===== config.mk =====
export PLATFORM = sky130hd
export DESIGN_NAME = decode_execute_reg
export DESIGN_NICKNAME = d
export VERILOG_FILES = /design/src/rtl/decode_execute_reg.sv
export SDC_FILE = /design/constraint.sdc
export NUM_CORES = 1
export LEC_CHECK = 0
export ABC_AREA = 1
export CORE_AREA = 4 4 147 149
export DETAILED_ROUTE_END_ITERATION = 10
export DIE_AREA = 0 0 151 153
export PLACE_DENSITY = 0.67
export SYNTH_ARGS = -nofsm -noshare
export SYNTH_HDL_FRONTEND = slang
export SYNTH_SLANG_ARGS = --single-unit

===== constraint.sdc =====
create_clock -name clk -period 2.9 [get_ports clk]
set_clock_uncertainty 0.15 [all_clocks]
set_input_delay 0.435 -clock clk [delete_from_list [all_inputs] [get_ports clk]]
set_output_delay 0.435 -clock clk [all_outputs]
set_load 0.1 [all_outputs]

===== src/rtl/decode_execute_reg.sv =====
// ID/EX pipeline register: decode control word, operands, PCs and register indices to execute; 1-cycle latency.
// StallE holds every E output, FlushE (over StallE) inserts a bubble; optional PIPE_BUBBLE_COUNT_EN adds BubbleCountE.
module decode_execute_reg #(
    parameter int DATA_WIDTH     = 32,
    parameter int REG_ADDR_WIDTH = 5
) (
    input  logic                      clk,
    input  logic                      rst,
    input  logic                      StallE,
    input  logic                      FlushE,
    input  logic                      ValidD,
    input  logic                      RegWriteD,
    input  logic [3:0]                ALUControlD,
    input  logic                      ALUSrcAD,
    input  logic                      ALUSrcBD,
    input  logic                      MemWriteD,
    input  logic [1:0]                ResultSrcD,
    input  logic [1:0]                PCSrcD,
    input  logic [2:0]                AddressingControlD,
    input  logic [DATA_WIDTH-1:0]     RD1D,
    input  logic [DATA_WIDTH-1:0]     RD2D,
    input  logic [DATA_WIDTH-1:0]     PCD,
    input  logic [DATA_WIDTH-1:0]     PCPlus4D,
    input  logic [DATA_WIDTH-1:0]     ImmExtD,
    input  logic [REG_ADDR_WIDTH-1:0] Rs1D,
    input  logic [REG_ADDR_WIDTH-1:0] Rs2D,
    input  logic [REG_ADDR_WIDTH-1:0] RdD,
    output logic                      ValidE,
    output logic                      RegWriteE,
    output logic [3:0]                ALUControlE,
    output logic                      ALUSrcAE,
    output logic                      ALUSrcBE,
    output logic                      MemWriteE,
    output logic [1:0]                ResultSrcE,
    output logic [1:0]                PCSrcE,
    output logic [2:0]                AddressingControlE,
    output logic [DATA_WIDTH-1:0]     RD1E,
    output logic [DATA_WIDTH-1:0]     RD2E,
    output logic [DATA_WIDTH-1:0]     PCE,
    output logic [DATA_WIDTH-1:0]     PCPlus4E,
    output logic [DATA_WIDTH-1:0]     ImmExtE,
    output logic [REG_ADDR_WIDTH-1:0] Rs1E,
    output logic [REG_ADDR_WIDTH-1:0] Rs2E,
    output logic [REG_ADDR_WIDTH-1:0] RdE
`ifdef PIPE_BUBBLE_COUNT_EN
    ,
    output logic [31:0]               BubbleCountE
`endif
);

    typedef struct packed {
        logic       valid;
        logic       regwrite;
        logic [3:0] aluctrl;
        logic       srca;
        logic       srcb;
        logic       memwrite;
        logic [1:0] resultsrc;
        logic [1:0] pcsrc;
        logic [2:0] addrctl;
    } ctrl_t;

    typedef struct packed {
        logic [DATA_WIDTH-1:0]     rd1;
        logic [DATA_WIDTH-1:0]     rd2;
        logic [DATA_WIDTH-1:0]     pc;
        logic [DATA_WIDTH-1:0]     pcplus4;
        logic [DATA_WIDTH-1:0]     immext;
        logic [REG_ADDR_WIDTH-1:0] rs1;
        logic [REG_ADDR_WIDTH-1:0] rs2;
        logic [REG_ADDR_WIDTH-1:0] rd;
    } data_t;

    ctrl_t ctrl_d, ctrl_q;
    data_t data_d, data_q;

    always_comb begin
        ctrl_d = '{valid: ValidD, regwrite: RegWriteD, aluctrl: ALUControlD,
                   srca: ALUSrcAD, srcb: ALUSrcBD, memwrite: MemWriteD,
                   resultsrc: ResultSrcD, pcsrc: PCSrcD, addrctl: AddressingControlD};
        // An empty decode slot must not carry side effects into execute.
        if (!ValidD) begin
            ctrl_d = '0;
        end
        data_d = '{rd1: RD1D, rd2: RD2D, pc: PCD, pcplus4: PCPlus4D, immext: ImmExtD,
                   rs1: Rs1D, rs2: Rs2D, rd: RdD};
    end

    always_ff @(posedge clk) begin
        if (rst || FlushE) begin
            ctrl_q <= '0;
            data_q <= '0;
        end else if (!StallE) begin
            ctrl_q <= ctrl_d;
            data_q <= data_d;
        end
    end

    assign ValidE             = ctrl_q.valid;
    assign RegWriteE          = ctrl_q.regwrite;
    assign ALUControlE        = ctrl_q.aluctrl;
    assign ALUSrcAE           = ctrl_q.srca;
    assign ALUSrcBE           = ctrl_q.srcb;
    assign MemWriteE          = ctrl_q.memwrite;
    assign ResultSrcE         = ctrl_q.resultsrc;
    assign PCSrcE             = ctrl_q.pcsrc;
    assign AddressingControlE = ctrl_q.addrctl;
    assign RD1E               = data_q.rd1;
    assign RD2E               = data_q.rd2;
    assign PCE                = data_q.pc;
    assign PCPlus4E           = data_q.pcplus4;
    assign ImmExtE            = data_q.immext;
    assign Rs1E               = data_q.rs1;
    assign Rs2E               = data_q.rs2;
    assign RdE                = data_q.rd;

`ifdef PIPE_BUBBLE_COUNT_EN
    logic [31:0] bubble_cnt;

    // Counts every edge that leaves a bubble in E; wraps naturally.
    always_ff @(posedge clk) begin
        if (rst) begin
            bubble_cnt <= '0;
        end else if (FlushE || (!StallE && !ValidD)) begin
            bubble_cnt <= bubble_cnt + 32'd1;
        end
    end

    assign BubbleCountE = bubble_cnt;
`endif

endmodule

==> results.json <==
{
  "finalHoldViolCount": 0,
  "worstSetupStartpointType": "flop",
  "yosysTopAreaCell": "dfxtp_1",
  "wl_per_cell_um": 15.4,
  "switching_share_pct": 31.0,
  "r2r-start": "AddressingControlE[0]",
  "place_ws_ns": 0.847,
  "yosys.area_share.simple_pct": 21.7,
  "synth_top_area_share_pct": 56.8,
  "grtUsageTotal_pct": 18.3,
  "synth_cell_types": 10,
  "grt_pass1_wl_um": 33500,
  "hp-start": "StallE",
  "drive_gt1_share_pct": 19.6,
  "synth_warnings": 0,
  "synth_edf_count": 0,
  "crit_start": "PCE[22]",
  "syn_area_per_cell_sq_um": 8.11,
  "clock_sink_count": 191,
  "internal_power_mw": 4.44,
  "root_buffer": "clkbuf_16",
  "cts-buffers-inserted": 17,
  "fin_nets": 1372,
  "globalplace.congestion": 0.821,
  "cp_top_family": "flip-flops",
  "synthToLayoutAreaGrowth_pct": 58.8,
  "clock_latency_ns": 0.42,
  "dpl.hpwl_um": 15700,
  "synth_most_common_cell": "nand2_1",
  "fp.dieW_um": 151,
  "cpMaxStageDelayCell": "dfxtp_1",
  "combPwrFrac_pct": 19.6,
  "drv_cap": 0,
  "drt_iter0_drc": 339,
  "cts_resized": 0,
  "synth-async-reset-ratio_pct": 0,
  "worst_pin_slew_ns": 0.880,
  "place_inst": 1428,
  "synth_commonest_cells": "nand2_1, a21oi_1, dfxtp_1, buf_2, nand3_1",
  "cp-end-kind": "primary output",
  "p_leak_nw": 4.42,
  "outcome": "complete, no violations",
  "die-area_sq_um": 23100,
  "fin_cells": 1460,
  "ys_seq_elements": 191,
  "die_y_um": 153,
  "routed_wl_um": 22400,
  "grt_setup_unrepaired": "false",
  "synthAdderAreaFrac_pct": 0,
  "synth_xor_xnor_area_share_pct": 0,
  "cts_max_level": 4,
  "path_max_fanout": 2,
  "clk_path_buf_depth": 2,
  "antenna_cells_inserted": 0,
  "crit_arrival_ns": 1.09,
  "synth_compound_area_share_pct": 14.2,
  "final_util_pct": 53.0,
  "cpPeakStageDelay_ns": 0.36,
  "synthTopCellsByArea": "dfxtp_1, nand2_1, a21oi_1",
  "clk_pin_slew_worst_paths_ns": 0.08,
  "first_pass_iters": 4,
  "synthMuxAreaShare_pct": 0,
  "p_sw_mw": 1.99,
  "crit_buf_inv": 1,
  "portBuffers": 385,
  "min_period_over_period_pct": 57.7,
  "ys.flop_type": "dfxtp_1",
  "vias": 6590,
  "post-route-min-period_ns": 1.67,
  "cts_tree": "yes",
  "grt_overflow_total": 0,
  "pwr-share-seq_pct": 42.7,
  "maxSlewViolCount": 0,
  "cp.required_ns": 2.32,
  "max_slew_margin_pct": 41.3,
  "seq_area_frac_synth_pct": 56.8,
  "grt_pass1_vias": 6051,
  "rows": 52,
  "fill_cells": 1996,
  "syn_area_sq_um": 6740,
  "synth_cells": 831,
  "final-setup-viol-count": 0,
  "route.detailed.drc": 0,
  "setup_ws_ns": 1.23,
  "timing.fmax_ghz": 0.597,
  "antenna_found_initial": 0,
  "synth_nets": 1026,
  "grt_max_degree": 192,
  "coreArea_sq_um": 20200,
  "power_density_nw_per_um2": 601,
  "rrSetupSlack_ns": 2.09,
  "hold_class": "in2reg",
  "hold_buffers": 0,
  "synth_top_family_by_area": "simple AND/OR/NAND/NOR gates",
  "tns_ns": 0,
  "ir_drop_mv": 0.366,
  "start_util_pct": 33.4,
  "ant_nets": 0,
  "cts_setup_buffers": 0,
  "pin_count": 386,
  "viasPerCell": 4.51,
  "crit_chain": "buf_4",
  "worstSetupPathType": "reg2out",
  "power_frac_clock_pct": 37.8
}
## routing by layer
| metal | GRT usage [%] | up-vias | wire (um) |
|---|---|---|---|
| li1 | - | 3347 | - |
| met1 | 21.5 | 2971 | 8640 |
| met2 | 30.6 | 222 | 11200 |
| met3 | 5.27 | 50 | 1760 |
| met4 | 8.59 | 0 | 861 |
| met5 | 0 | - | 0 |
## flip-flops by register name, summed over array words and instances, names as in the netlist, 5 cells and up
signal,count
ImmExtE,32
PCE,32
PCPlus4E,32
RD1E,32
RD2E,32
RdE,5
Rs1E,5
Rs2E,5
## worst paths after layout
check                     endpoint  cells past startpoint
max                        PCE[22]                      1
min                        RD1E[9]                      4
max reg2reg  AddressingControlE[0]                      2
min reg2reg         ALUControlE[1]                      2
## power groups by stage
stage          Clock, mW  Combinational, mW  Sequential, mW
2_1_floorplan          0              0.255            3.38
3_3_place_gp           0               1.26            2.80
3_5_place_dp           0               1.27            2.80
4_1_cts             2.50               1.27            2.74
5_1_grt             2.60               1.32            2.75
6_report            2.43               1.26            2.74
## layout by cell type (no fill, tap or decap), drive strengths merged
| master | synthesis | final |
|---|---|---|
| or2 | 1 | 1 |
| dfxtp | 191 | 191 |
| a21oi | 191 | 191 |
| nand3 | 15 | 15 |
| clkinvlp | 0 | 1 |
| clkdlybuf4s50 | 0 | 193 |
| nand2 | 367 | 367 |
| clkbuf | 1 | 18 |
| buf | 64 | 199 |
| clkinv | 0 | 3 |
| inv | 1 | 9 |
| bufinv | 0 | 2 |
## cell families after synthesis
family / Yosys count
compound gates: 191
simple gates: 383
buf+inv: 66
flops: 191
## worst register-to-register path, stage by stage, from the launching register on
cell and delay, ns:
dfxtp_1 0.35, nand2_1 0.06, a21oi_1 0.19
## area by class of cell
| class | instances | area [sq um] | area share (%) |
|---|---|---|---|
| Inverter | 1 | 8.76 | 0.0819 |
| Timing Repair Buffer | 392 | 3500 | 32.8 |
| Sequential cell | 191 | 3820 | 35.7 |
| Clock inverter | 14 | 168 | 1.57 |
| Multi-Input combinational cell | 574 | 2420 | 22.6 |
| Tap cell | 270 | 338 | 3.16 |
| Clock buffer | 18 | 439 | 4.10 |
## per-stage QoR
| stage | hold WS, ns | total power, mW | instance area, sq um |
|---|---|---|---|
| finish | 0.281 | 6.43 | 10700 |
| global route | 0.279 | 6.67 | 10700 |
| CTS | 0.272 | 6.51 | 10700 |
| detailed placement | 0.304 | 4.07 | 10100 |
| global placement | 0.298 | 4.06 | 10100 |
| floorplan | 0.426 | 3.64 | 6740 |
(Power assumes the default switching activity.)
